$ cat src/rtl/mem_arbiter.sv
// mem_arbiter: shares the single-ported unified Memory between fetch (I) and
// data (D) requesters. Data has fixed priority; the winner's address, write data
// and write-enable are registered toward Memory, and the read data is returned
// one cycle after the access.
// Optional feature macro: MEM_ARB_STARVE_GUARD_EN. When defined, a run counter
// forces an I grant after MAX_DATA_RUN back-to-back D grants while I waits.
module mem_arbiter #(
  parameter int unsigned MAX_DATA_RUN = 4
) (
  input  logic        CLK,
  input  logic        RESET,
  input  logic        IReq,
  input  logic [31:0] IAddr,
  output logic        IGnt,
  output logic        IValid,
  output logic [31:0] IData,
  input  logic        DReq,
  input  logic        DWE,
  input  logic [31:0] DAddr,
  input  logic [31:0] DWData,
  output logic        DGnt,
  output logic        DValid,
  output logic [31:0] DData,
  output logic [31:0] MemA,
  output logic [31:0] MemWD,
  output logic        MemWE,
  output logic        MemRead,
  input  logic [31:0] MemRD
);

  // Owner of the access currently presented to Memory
  typedef enum logic [1:0] {
    PEND_NONE = 2'd0,
    PEND_I    = 2'd1,
    PEND_DRD  = 2'd2,
    PEND_DWR  = 2'd3
  } pend_e;

  // Everything registered toward Memory in one transfer
  typedef struct packed {
    logic [31:0] addr;
    logic [31:0] wdata;
    logic        we;
    logic        rd;
    pend_e       owner;
  } acc_t;

  logic  force_i;
  logic  i_xfer, d_xfer;
  pend_e pend;
  acc_t  acc_nxt;

  // Request/grant handshake; at most one grant per cycle
  always_comb begin
    IGnt = 1'b0;
    DGnt = 1'b0;
    if (!RESET) begin
      DGnt = DReq && !force_i;
      IGnt = IReq && (!DReq || force_i);
    end
  end

  assign i_xfer = IReq && IGnt;
  assign d_xfer = DReq && DGnt;

`ifdef MEM_ARB_STARVE_GUARD_EN
  localparam logic [3:0] RUN_MAX = 4'(MAX_DATA_RUN);
  logic [3:0] run;

  // Counts consecutive D transfers while I is waiting; saturates at RUN_MAX
  always_ff @(posedge CLK) begin
    if (RESET)                run <= 4'd0;
    else if (d_xfer && IReq) begin
      if (run != RUN_MAX)     run <= run + 4'd1;
    end
    else if (i_xfer || !IReq) run <= 4'd0;
  end

  assign force_i = (run == RUN_MAX);
`else
  // Strict D priority: fetch may starve under continuous data traffic
  assign force_i = 1'b0;
`endif

  // Next access toward Memory; address/write data hold when nothing transfers
  always_comb begin
    acc_nxt.addr  = MemA;
    acc_nxt.wdata = MemWD;
    acc_nxt.we    = 1'b0;
    acc_nxt.rd    = 1'b0;
    acc_nxt.owner = PEND_NONE;
    if (d_xfer) begin
      acc_nxt.addr  = DAddr;
      acc_nxt.wdata = DWData;
      acc_nxt.we    = DWE;
      acc_nxt.rd    = !DWE;
      acc_nxt.owner = DWE ? PEND_DWR : PEND_DRD;
    end else if (i_xfer) begin
      acc_nxt.addr  = IAddr;
      acc_nxt.rd    = 1'b1;
      acc_nxt.owner = PEND_I;
    end
  end

  // Memory-side registers and the in-flight owner
  always_ff @(posedge CLK) begin
    if (RESET) begin
      MemA    <= 32'd0;
      MemWD   <= 32'd0;
      MemWE   <= 1'b0;
      MemRead <= 1'b0;
      pend    <= PEND_NONE;
    end else begin
      MemA    <= acc_nxt.addr;
      MemWD   <= acc_nxt.wdata;
      MemWE   <= acc_nxt.we;
      MemRead <= acc_nxt.rd;
      pend    <= acc_nxt.owner;
    end
  end

  // Response: Memory.RD settles at the negedge, captured here one edge later.
  // Reset drops the response of an access that already hit Memory.
  always_ff @(posedge CLK) begin
    if (RESET) begin
      IValid <= 1'b0;
      DValid <= 1'b0;
      IData  <= 32'd0;
      DData  <= 32'd0;
    end else begin
      IValid <= (pend == PEND_I);
      DValid <= (pend == PEND_DRD) || (pend == PEND_DWR);
      if (pend == PEND_I)   IData <= MemRD;
      if (pend == PEND_DRD) DData <= MemRD;
    end
  end

endmodule

$ cat config.mk
export PLATFORM = sky130hd
export DESIGN_NAME = mem_arbiter
export DESIGN_NICKNAME = d
export VERILOG_FILES = /design/src/rtl/mem_arbiter.sv
export SDC_FILE = /design/constraint.sdc
export NUM_CORES = 1
export LEC_CHECK = 0
export CORE_MARGIN = 2
export CORE_UTILIZATION = 35
export CTS_BUF_LIST = sky130_fd_sc_hd__clkbuf_8
export CTS_CLUSTER_SIZE = 20
export DETAILED_ROUTE_END_ITERATION = 12
export PLACE_DENSITY_LB_ADDON = 0.3
export SYNTH_ARGS = -nofsm -noshare
export SYNTH_HDL_FRONTEND = slang
export SYNTH_SLANG_ARGS = --single-unit
$ cat constraint.sdc
create_clock -name CLK -period 3.1 [get_ports CLK]
set_clock_uncertainty 0.2 [all_clocks]
set_input_delay 0.31 -clock CLK [delete_from_list [all_inputs] [get_ports CLK]]
set_output_delay 0.31 -clock CLK [all_outputs]
set_load 0.1 [all_outputs]
==> out/summary.md <==
The flow ran to the end, and the final reports show no timing, DRC or antenna violations. From synthesis to final layout, the design area changed by 52.5%. For this block, the routed nets add up to 15.1 mm of wire. The floorplan die area came out at 0.0158 mm^2.

The clock edge transition at the registers on the reported setup and hold paths works out to 0.08 ns. The minimum clock period after layout is 1.89 ns. The clock net in this run drives a total of 134 sinks.

In the final layout, flip-flops and latches occupy 0.00268 mm^2. The final critical-path share of the clock period is 0.611, and the sum of net half-perimeters after detailed placement is 10.8 mm. The library cell with the largest summed area after synthesis is sky130_fd_sc_hd__dfxtp_1. The tools report the clock latency reported for the late side of the worst-skew pair as 0.44 ns. The critical path is of the in2out type. The logs give 0.000255 V for the worst IR drop on VDD and 0.0145 mm^2 for the core area. From bottom edge to top edge, the die measures 126 um.

The via density per instance was 4.72. Endpoint required time on the critical path: 2.59 ns. The iteration count of the initial detailed-routing pass was 4; the largest driver fanout on the critical path was 17.

Setup violations remaining at the end of the flow were counted as 0. The run gives 267 as the number of top-level design ports. The multi-input gate area in the final layout was 0.00223 mm^2; the setup slack after layout was 1.21 ns. In this run the remaining antenna-violating nets after routing total 0.

The remaining design rule violation count is 0. During synthesis, Yosys emitted a total of 0 warnings. The number of nets in the synthesized netlist is 676. Once the clock tree was built, the setup fixing pass inserted 0 buffers. The cell area that synthesis handed to floorplanning was 0.00520 mm^2.

Summing over every cut layer, the via total after detailed routing is 4675. For the weighted congestion reported at the end of routability-driven placement, the log shows 0.806. At the worst endpoint, the arrival time is 1.38 ns.

The horizontal die dimension is 126 um. The tools report the root buffer cell as sky130_fd_sc_hd__clkbuf_8. Setup repair after global routing left no endpoint under its margin.

For the final max-slew violation count, the log shows 0. For the initial antenna violation count, the log shows 0. The type of the tightest min-delay check was in2reg.

The logs give 528 MHz for the top achievable clock speed and 0.358 for the effective utilization at floorplan. The first global-routing pass estimated 24.0 mm of wire. The antenna diode count came out at 0.

In the final design database the tool counted 927 nets. Dividing total power by cell area gives a power density of 581 mW/mm^2. Average wire length per cell after detail routing: 15.3 um. TritonCTS built the clock tree. After clock tree synthesis, the repair step resized 0 gates. The number of fill cells was 1332. Summed over all layers, the global routing overflow is 0.

In the final timing run, aggregate negative setup slack is 0 ns. Share of the synthesized area in the top cell type: 0.516. The run gives 0 as the number of hold buffers added after CTS.

The worst setup path is captured at an output pin. In this run the static leakage power is 0.00353 uW. The overall routing resource usage was 0.188; the hold violation total from the final report was 0. The remaining max-slew budget at the tightest pin is 0.589.

For this block, the initial DRC count from the detailed router was 191. At the pin with the least slew margin, the transition time is 0.617 ns. By area the synthesized netlist is led by sky130_fd_sc_hd__dfxtp_1 52%, sky130_fd_sc_hd__mux2i_1 12%, sky130_fd_sc_hd__nand2_1 9.3%. The pin count of the biggest net entering global routing is 80, and the pre-CTS setup slack is 1.06 ns.

The kind of launch point of the worst setup path was an input port. The distinct cell type count of the synthesized netlist is 18, and the cell count after synthesis is 543. The number of input and output port buffers inserted was 266; the number of H-tree levels was 4. The share of cells above drive strength 1 is 0.261. The clock passes through at most 2 buffers.

The via count of the first global-routing pass came out at 4709. TritonCTS created 17 clock buffers. Max-cap violations in this run came to 0. After floorplanning, the core was divided into 44 placement rows. The sequential-to-total area share from yosys stat was 0.516; the synthesized flop and latch total was 134. After synthesis, the mean cell area works out to 9.57 um^2.
[cells by family after synthesis]
family                 synth area share
AOI/OAI and AO/OA                0.0636
buffers and inverters            0.0547
DFF                               0.516
muxes                             0.213
and+or+nand+nor                   0.153
[per-stage QoR]
step	instances	area [um^2]	total power, uW	hold slack (ns)	utilization
final	991	7920	4600	0.148	0.545
after CTS	991	7920	4660	0.135	0.545
after global routing	991	7920	4780	0.166	0.545
after detailed placement	959	7540	3240	0.248	0.519
after floorplan	543	5200	2860	0.232	-
after global placement	959	7540	3220	0.244	0.519
[flip-flops by register name, indices dropped and copies added (netlist names)]
name	count
pend	2
MemWE	1
DData	32
DValid	1
MemA	32
IValid	1
MemWD	32
IData	32
MemRead	1
[cells in the mapped netlist]
cell                       count
sky130_fd_sc_hd__dfxtp_1     134
sky130_fd_sc_hd__nand2_1     129
sky130_fd_sc_hd__nor2_1       67
sky130_fd_sc_hd__a21oi_1      65
sky130_fd_sc_hd__mux2i_1      64
sky130_fd_sc_hd__mux2_4       28
sky130_fd_sc_hd__buf_2        18
sky130_fd_sc_hd__buf_4        12
sky130_fd_sc_hd__clkbuf_1      7
sky130_fd_sc_hd__nor2b_1       5
sky130_fd_sc_hd__mux2_2        4
sky130_fd_sc_hd__buf_12        2
sky130_fd_sc_hd__buf_6         2
sky130_fd_sc_hd__nand2b_1      2
sky130_fd_sc_hd__and2_1        1
sky130_fd_sc_hd__buf_8         1
sky130_fd_sc_hd__o21ai_0       1
sky130_fd_sc_hd__or2b_1        1
[area by class of cell]
cell class / instances / share of cell area
sequential: 134 / 0.339
timing repair buffer: 274 / 0.302
multi-input combinational: 367 / 0.282
clock buffer: 21 / 0.0365
tap: 184 / 0.0291
clock inverter: 11 / 0.0123
[metal layers]
layer / track usage / vias to the layer above / share of wire
met2: 0.327 / 167 / 0.50
met1: 0.211 / 2201 / 0.41
li1: - / 2274 / -
met4: 0.0879 / 0 / 0.030
met3: 0.0595 / 33 / 0.068
met5: 0 / - / 0
[placed cells by master (no fill, tap or decap), types with 2 or more instances in the layout]
master and instances:
sky130_fd_sc_hd__mux2_2 4, sky130_fd_sc_hd__nor2_1 67, sky130_fd_sc_hd__clkdlybuf4s50_1 129, sky130_fd_sc_hd__nor2b_1 3
sky130_fd_sc_hd__dfxtp_1 134, sky130_fd_sc_hd__nand2_1 129, sky130_fd_sc_hd__nor2b_2 2, sky130_fd_sc_hd__mux2i_1 64
sky130_fd_sc_hd__nand2b_1 2, sky130_fd_sc_hd__clkinvlp_4 4, sky130_fd_sc_hd__clkbuf_8 21, sky130_fd_sc_hd__buf_4 143
sky130_fd_sc_hd__mux2_4 28, sky130_fd_sc_hd__inv_6 2, sky130_fd_sc_hd__clkinv_2 4, sky130_fd_sc_hd__a21oi_1 65
[critical path, cell delays in order]
cell                     delay, ns
sky130_fd_sc_hd__buf_2        0.37
sky130_fd_sc_hd__or2b_1       0.30
sky130_fd_sc_hd__nor2_1       0.10
sky130_fd_sc_hd__buf_4        0.30
[report_power, final]
part           switching, uW  internal (uW)
Sequential              52.3           1820
Clock                    693            718
Combinational            924            398
[path summary, 6_finish.rpt]
check | startpoint | endpoint | slack [ns] | depth (start not counted)
hold reg to reg | IData[0]$_SDFFE_PP0P_ | IData[0]$_SDFFE_PP0P_ | 0.26 | 2
setup / recovery | IReq | IGnt | 1.21 | 4
setup reg to reg | pend[0]$_SDFF_PP0_ | IData[15]$_SDFFE_PP0P_ | 1.67 | 4
hold / removal | RESET | pend[1]$_SDFF_PP0_ | 0.15 | 2
Power figures use the tool's default switching activity.
